File: config.mk
export PLATFORM = sky130hd
export DESIGN_NAME = gerenciador_ativos_fila
export DESIGN_NICKNAME = d
export VERILOG_FILES = /design/src/rtl/gerenciador_ativos_fila.sv
export SDC_FILE = /design/constraint.sdc
export NUM_CORES = 1
export LEC_CHECK = 0
export ABC_AREA = 1
export CORE_ASPECT_RATIO = 1.4
export CORE_MARGIN = 2
export CORE_UTILIZATION = 36
export CTS_CLUSTER_DIAMETER = 120
export DETAILED_ROUTE_END_ITERATION = 6
export GPL_ROUTABILITY_DRIVEN = 0
export PLACE_DENSITY = 0.71
export SYNTH_ARGS = -nofsm -noshare
export SYNTH_HDL_FRONTEND = slang
export SYNTH_SLANG_ARGS = --single-unit
File: constraint.sdc
create_clock -name clk -period 5.2 [get_ports clk]
set_input_delay 1.3 -clock clk [delete_from_list [all_inputs] [get_ports clk]]
set_output_delay 1.3 -clock clk [all_outputs]
set_load 0.005 [all_outputs]
File: src/rtl/gerenciador_ativos_fila.sv
// Active-node manager: grants/refreshes nodes by address, queues misses in a small FIFO, drains it when a node frees up.
// Latency: 1 cycle, every output is registered and reflects the inputs sampled on the previous edge.
// Backpressure: no stall; a miss arriving with the FIFO full and no same-cycle pop is dropped with a descartado_out pulse.
module gerenciador_ativos_fila #(
  parameter int NUM_NA     = 8,
  parameter int ADR_WIDTH  = 5,
  parameter int FILA_DEPTH = 4
) (
  input  logic                          clk,
  input  logic                          rst_n,
  input  logic                          atualizar_in,
  input  logic                          desativar_in,
  input  logic [ADR_WIDTH-1:0]          endereco_in,
  input  logic [ADR_WIDTH*NUM_NA-1:0]   na_endereco_in,
  input  logic [NUM_NA-1:0]             na_ativo_in,
  output logic [NUM_NA-1:0]             habilitar_out,
  output logic [NUM_NA-1:0]             desabilitar_out,
  output logic [$clog2(NUM_NA+1)-1:0]   ocupados_out,
  output logic                          fila_vazia_out,
  output logic                          fila_cheia_out,
  output logic                          descartado_out,
  // Address the enabled node must take on; valid alongside habilitar_out, zero otherwise.
  output logic [ADR_WIDTH-1:0]          endereco_out
);

  localparam int CW = $clog2(NUM_NA + 1);
  localparam int PW = $clog2(FILA_DEPTH);
  localparam int QW = $clog2(FILA_DEPTH + 1);

  // Isolates the lowest set bit, which gives the lowest-index priority everywhere.
  function automatic logic [NUM_NA-1:0] menor_indice(input logic [NUM_NA-1:0] v);
    return v & (~v + NUM_NA'(1));
  endfunction

  logic [ADR_WIDTH-1:0] fila_mem_q [FILA_DEPTH];
  logic [PW-1:0]        wr_ptr_q, wr_ptr_d, rd_ptr_q, rd_ptr_d;
  logic [QW-1:0]        cnt_q, cnt_d;
  logic [NUM_NA-1:0]    reserva_q, reserva_d;

  logic [NUM_NA-1:0]    hab_q, hab_d, des_q, des_d;
  logic [CW-1:0]        ocup_q, ocup_d;
  logic                 vazia_q, cheia_q, descarte_q, descarte_d;
  logic [ADR_WIDTH-1:0] end_q, end_d;

  logic [NUM_NA-1:0]    hit_vec, desat_vec, livre_vec, ocupado_vec;
  logic                 atu, hit, miss, fila_vazia, fila_cheia;
  logic                 pop, direto, push;

  // Per-node address matches and free-node vector.
  always_comb begin
    hit_vec   = '0;
    desat_vec = '0;
    livre_vec = '0;
    for (int i = 0; i < NUM_NA; i++) begin
      if (na_endereco_in[ADR_WIDTH*i +: ADR_WIDTH] == endereco_in) begin
        hit_vec[i]   = na_ativo_in[i];
        desat_vec[i] = na_ativo_in[i] | reserva_q[i];
      end
      livre_vec[i] = !na_ativo_in[i] && !reserva_q[i];
    end
  end

  // Request arbitration: refresh hit beats FIFO drain, which beats a fresh miss.
  always_comb begin
    atu        = atualizar_in && !desativar_in;
    hit        = atu && (|hit_vec);
    miss       = atu && !(|hit_vec);
    fila_vazia = (cnt_q == '0);
    fila_cheia = (cnt_q == QW'(FILA_DEPTH));
    pop        = !fila_vazia && (|livre_vec) && !hit;
    // A miss is granted directly only when nothing is queued ahead of it.
    direto     = miss && fila_vazia && (|livre_vec);
    push       = miss && !direto && (!fila_cheia || pop);
    descarte_d = miss && !direto && fila_cheia && !pop;

    hab_d = '0;
    end_d = '0;
    if (hit) begin
      hab_d = menor_indice(hit_vec);
      end_d = endereco_in;
    end else if (pop) begin
      hab_d = menor_indice(livre_vec);
      end_d = fila_mem_q[rd_ptr_q];
    end else if (direto) begin
      hab_d = menor_indice(livre_vec);
      end_d = endereco_in;
    end

    des_d = desativar_in ? menor_indice(desat_vec) : '0;

    // A grant always targets a free node, so set and clear never collide on one bit.
    reserva_d = (reserva_q & ~na_ativo_in & ~des_d) | (hit ? '0 : hab_d);

    cnt_d    = cnt_q + QW'(push) - QW'(pop);
    wr_ptr_d = push ? wr_ptr_q + PW'(1) : wr_ptr_q;
    rd_ptr_d = pop  ? rd_ptr_q + PW'(1) : rd_ptr_q;

    ocupado_vec = na_ativo_in | reserva_d;
    ocup_d      = '0;
    for (int i = 0; i < NUM_NA; i++) begin
      ocup_d = ocup_d + CW'(ocupado_vec[i]);
    end
  end

  // Control state and registered outputs; reset wipes queue and reservations at once.
  always_ff @(posedge clk or posedge rst_n) begin
    if (rst_n) begin
      reserva_q  <= '0;
      wr_ptr_q   <= '0;
      rd_ptr_q   <= '0;
      cnt_q      <= '0;
      hab_q      <= '0;
      des_q      <= '0;
      ocup_q     <= '0;
      vazia_q    <= 1'b1;
      cheia_q    <= 1'b0;
      descarte_q <= 1'b0;
      end_q      <= '0;
    end else begin
      reserva_q  <= reserva_d;
      wr_ptr_q   <= wr_ptr_d;
      rd_ptr_q   <= rd_ptr_d;
      cnt_q      <= cnt_d;
      hab_q      <= hab_d;
      des_q      <= des_d;
      ocup_q     <= ocup_d;
      vazia_q    <= (cnt_d == '0);
      cheia_q    <= (cnt_d == QW'(FILA_DEPTH));
      descarte_q <= descarte_d;
      end_q      <= end_d;
    end
  end

  // Queue storage; stale contents are harmless because the pointers gate every read.
  always_ff @(posedge clk) begin
    if (push) begin
      fila_mem_q[wr_ptr_q] <= endereco_in;
    end
  end

  assign habilitar_out   = hab_q;
  assign desabilitar_out = des_q;
  assign ocupados_out    = ocup_q;
  assign fila_vazia_out  = vazia_q;
  assign fila_cheia_out  = cheia_q;
  assign descartado_out  = descarte_q;
  assign endereco_out    = end_q;

endmodule

==> reports/summary.txt <==
Fin Hold WS: 558 ps
DRT iter0 DRCs: 214
minimum clock period after layout: 5190 ps
proportion of netlist area held by the largest area contributor: 0.281
multiplexer share of the synthesized area: 0
HPWL Detailed: 8840 µm
DRC violations left: 0
# placed instances: 745
Seq cells post-synth: 63
complex-gate fraction of the synthesized area: 0.0436
Routed WL: 11900 µm
Clock power frac: 0.245
count of boundary I/O pins: 85
count of yosys warnings during synthesis: 0
vias in the first global route: 3968
arrival time worst endpoint: 5400 ps
CTS buffer count: 9
per-cell via count in the routed design: 4.90
biggest cell delay along the critical path: 550 ps
number of nets produced by synthesis: 527
count of buffers inserted at the top-level ports: 84
Crit Path Category: in -> reg
number of hold buffers added after cts: 0
root buf cell: sky130_fd_sc_hd__clkbuf_16
Worst VDD drop: 0.201 mV
Synth Flop Type: sky130_fd_sc_hd__dfrtp_1
Worst Setup Start Kind: primary input
die width: 90.1 µm
max cap viols: 0
CP max-delay cell: sky130_fd_sc_hd__fa_1
number of pins exceeding their max-slew limit in the final report: 0
vias: 3827
Max-slew headroom: 0.616
share of layout cells above drive strength 1: 0.260
post-route cell area: 5840 µm²
# setup viols final: 0
slew at the pin with the worst max-slew slack: 576 ps
remaining global-route overflow: 0
CTS HTree Levels: 3
Total Die Area: 11200 µm²
Reg power frac: 0.313
share of power burned in combinational logic: 0.441
total area of sequential cells: 1680 µm²
path type of the worst min-delay path: reg -> reg
sequential-to-total area share from yosys stat: 0.449
leakage power total: 2.95 nW
power per cell area: 386 nW/µm²
library cell with the largest summed area after synthesis: sky130_fd_sc_hd__dfrtp_1
total cell area at the placement stage: 5280 µm²
Post-synth top cells: 104 x sky130_fd_sc_hd__nand2_1, 66 x sky130_fd_sc_hd__inv_1, 54 x sky130_fd_sc_hd__nor2_1
largest net degree at the start of global routing: 44
Cell Count, Final, Fillers Out: 781
residual antenna-violating net count after detailed routing: 0
dominant cell by count in the synthesized netlist: sky130_fd_sc_hd__nand2_1
filler cell count: 899
initial cell density of the core: 0.365
Worst Path Required: 5410 ps
detailed-router iteration count before antenna repair: 5
endpoints failing hold: 0
clock insertion delay at the later pin of the skew report: 340 ps
Core ar.: 10200 µm²
count of flip-flops with a built-in enable after synthesis: 20
Internal: 1.44 mW
net switching component of the power: 0.810 mW
number of instances in the synthesized netlist: 456
largest family of logic cells by synthesized area: simple AND/OR/NAND/NOR gates
total power after layout: 2.25 mW
setup slack after placement: -657 ps
part of the cycle the worst path needs: 0.998
Worst setup startpoint: na_endereco_in[11]
first-pass GRT wire length: 18400 µm
final antenna diode count: 0
Reg-to-Reg Start: cnt_q[1]
switching share of power: 0.359
clock-pin slew of the registers on the worst-case setup and hold paths: 50 ps
type of element capturing the critical path: flop
asr flop ratio synth: 0.683
final net count: 709
area taken by multi-input logic gates: 1810 µm²
maximum count of clock buffers along a single path: 2
critical path cell sequence: clkdlybuf4s50_1, xor2_1, nor2_2, nand4_1, nand2_2, nor2_4, nand2_4, nor2_2, nand3_1, nand3_4, nor2_2, fa_1, inv_2, fa_1, inv_2, fa_1, inv_1, ha_2, fa_2, xor2_1
post-synthesis instance area: 3730 µm²
adder and majority gate portion of the synthesized area: 0.0570
row cnt: 44
basic-gate share of the synthesized area counting and, or, nand and nor cells: 0.309
Die Y-Extent: 125 µm
clk sinks: 63
fmax: 0.193 GHz
area growth from synthesis to final layout: 56.2%
outcome: finished clean
hold wc startpoint: wr_ptr_q[1]
TritonCTS clock tree: done
worst clock skew: 5.96 ps
number of antenna violations at the first check in global routing: 0
maximum fanout along the worst path: 5
buffering stage count on the worst path with inverters included: 4
area share of xor/xnor cells in the synthesized design: 0.0516
number of distinct standard cells referenced by the synthesized netlist: 34
global-route usage over all layers: 0.211
average instance area after synthesis: 8.19 µm²
cell types with the largest area share after synthesis: sky130_fd_sc_hd__dfrtp_1 28%, sky130_fd_sc_hd__edfxtp_1 16%, sky130_fd_sc_hd__nand2_1 10%
post-layout worst setup margin: 12.3 ps
Largest delay share family, worst path: adder cells
average detailed-routed wire length per instance: 15.3 µm
## routing by layer
metal | track usage | wire (µm)
met1 | 0.209 | 4270
met2 | 0.397 | 6520
met3 | 0.0399 | 586
met4 | 0.133 | 552
met5 | 0 | 0
## timing repair
item / 4_1_cts / 5_1_grt
pin swaps: 5 / 29
endpoints found under the setup margin: 2 / 2
resized for setup: 15 / 32
gates cloned: 2 / 0
endpoints found under the hold margin: 0 / 0
setup buffers: 5 / 13
## worst min-delay path, cell delays in order, from the launching register on
cell,delay [ps]
sky130_fd_sc_hd__dfrtp_1,400
sky130_fd_sc_hd__nand2_1,70
sky130_fd_sc_hd__nand2_1,50
## power groups by stage
stage          Sequential, mW  Clock (mW)  Combinational [mW]
4_1_cts                 0.701       0.557               0.925
6_report                0.706       0.553               0.995
5_1_grt                 0.719       0.584                1.09
3_5_place_dp            0.710           0               0.895
3_3_place_gp            0.705           0               0.865
2_1_floorplan           0.697           0               0.508
## final cells by class
type,instances,area share
clock buffer,9,0.0386
clock inverter,7,0.00836
inverter,72,0.0472
multi-input combinational,313,0.310
sequential,63,0.288
tap,138,0.0296
timing repair buffer,179,0.279
## kinds of logic (layout without fill, tap and decap cells)
logic type                 after synthesis  after routing
xor gates and xnor gates                22             22
AOI/OAI and AO/OA                       28             28
adders and majority gates               14             14
buffers and inverters                   80            267
DFF                                     63             63
and+or+nand+nor                        249            249
## placed cells by master (no fill, tap or decap), drive strengths merged
cell type	n
inv	72
dfstp	1
clkbuf	12
o211ai	5
xnor2	8
nand4	16
nor2	60
clkdlybuf4s50	72
nand3b	3
o22ai	5
clkinvlp	3
clkinv	4
xor2	14
edfxtp	20
nor3	10
fa	5
nor3b	1
dlygate4sd2	3
o21ai	15
dfrtp	42
bufbuf	2
ha	9
o2111ai	1
or3b	2
dlymetal6s2s	6
buf	93
nand3	37
or2	4
nand2	116
a21oi	2
## sequential cells by signal (all words and copies together), names as in the netlist
register         count
ocupados_out         4
fila_vazia_out       1
wr_ptr_q             2
rd_ptr_q             2
desabilitar_out      8
cnt_q                3
reserva_q            8
endereco_out         5
fila_mem_q          20
fila_cheia_out       1
habilitar_out        8
descartado_out       1
## metrics by stage
| step | utilization | setup TNS [ps] |
|---|---|---|
| 5_1_grt | 0.570 | -179 |
| 6_report | 0.570 | 0 |
| 4_1_cts | 0.554 | 0 |
| 3_5_place_dp | 0.515 | -1690 |
| 2_1_floorplan | - | 0 |
| 3_3_place_gp | 0.515 | -1490 |
## path summary, 6_finish.rpt
path | depth (start not counted) | slack (ps) | to
max in group asynchronous | 3 | 3400 | endereco_out[4]
max | 20 | 10 | ocupados_out[2]
min reg2reg | 2 | 560 | wr_ptr_q[1]
min in group asynchronous | 3 | 1420 | reserva_q[3]
min | 2 | 560 | wr_ptr_q[1]
max reg2reg | 17 | 1000 | ocupados_out[2]
Note: power is estimated with default switching activity, not from simulation.
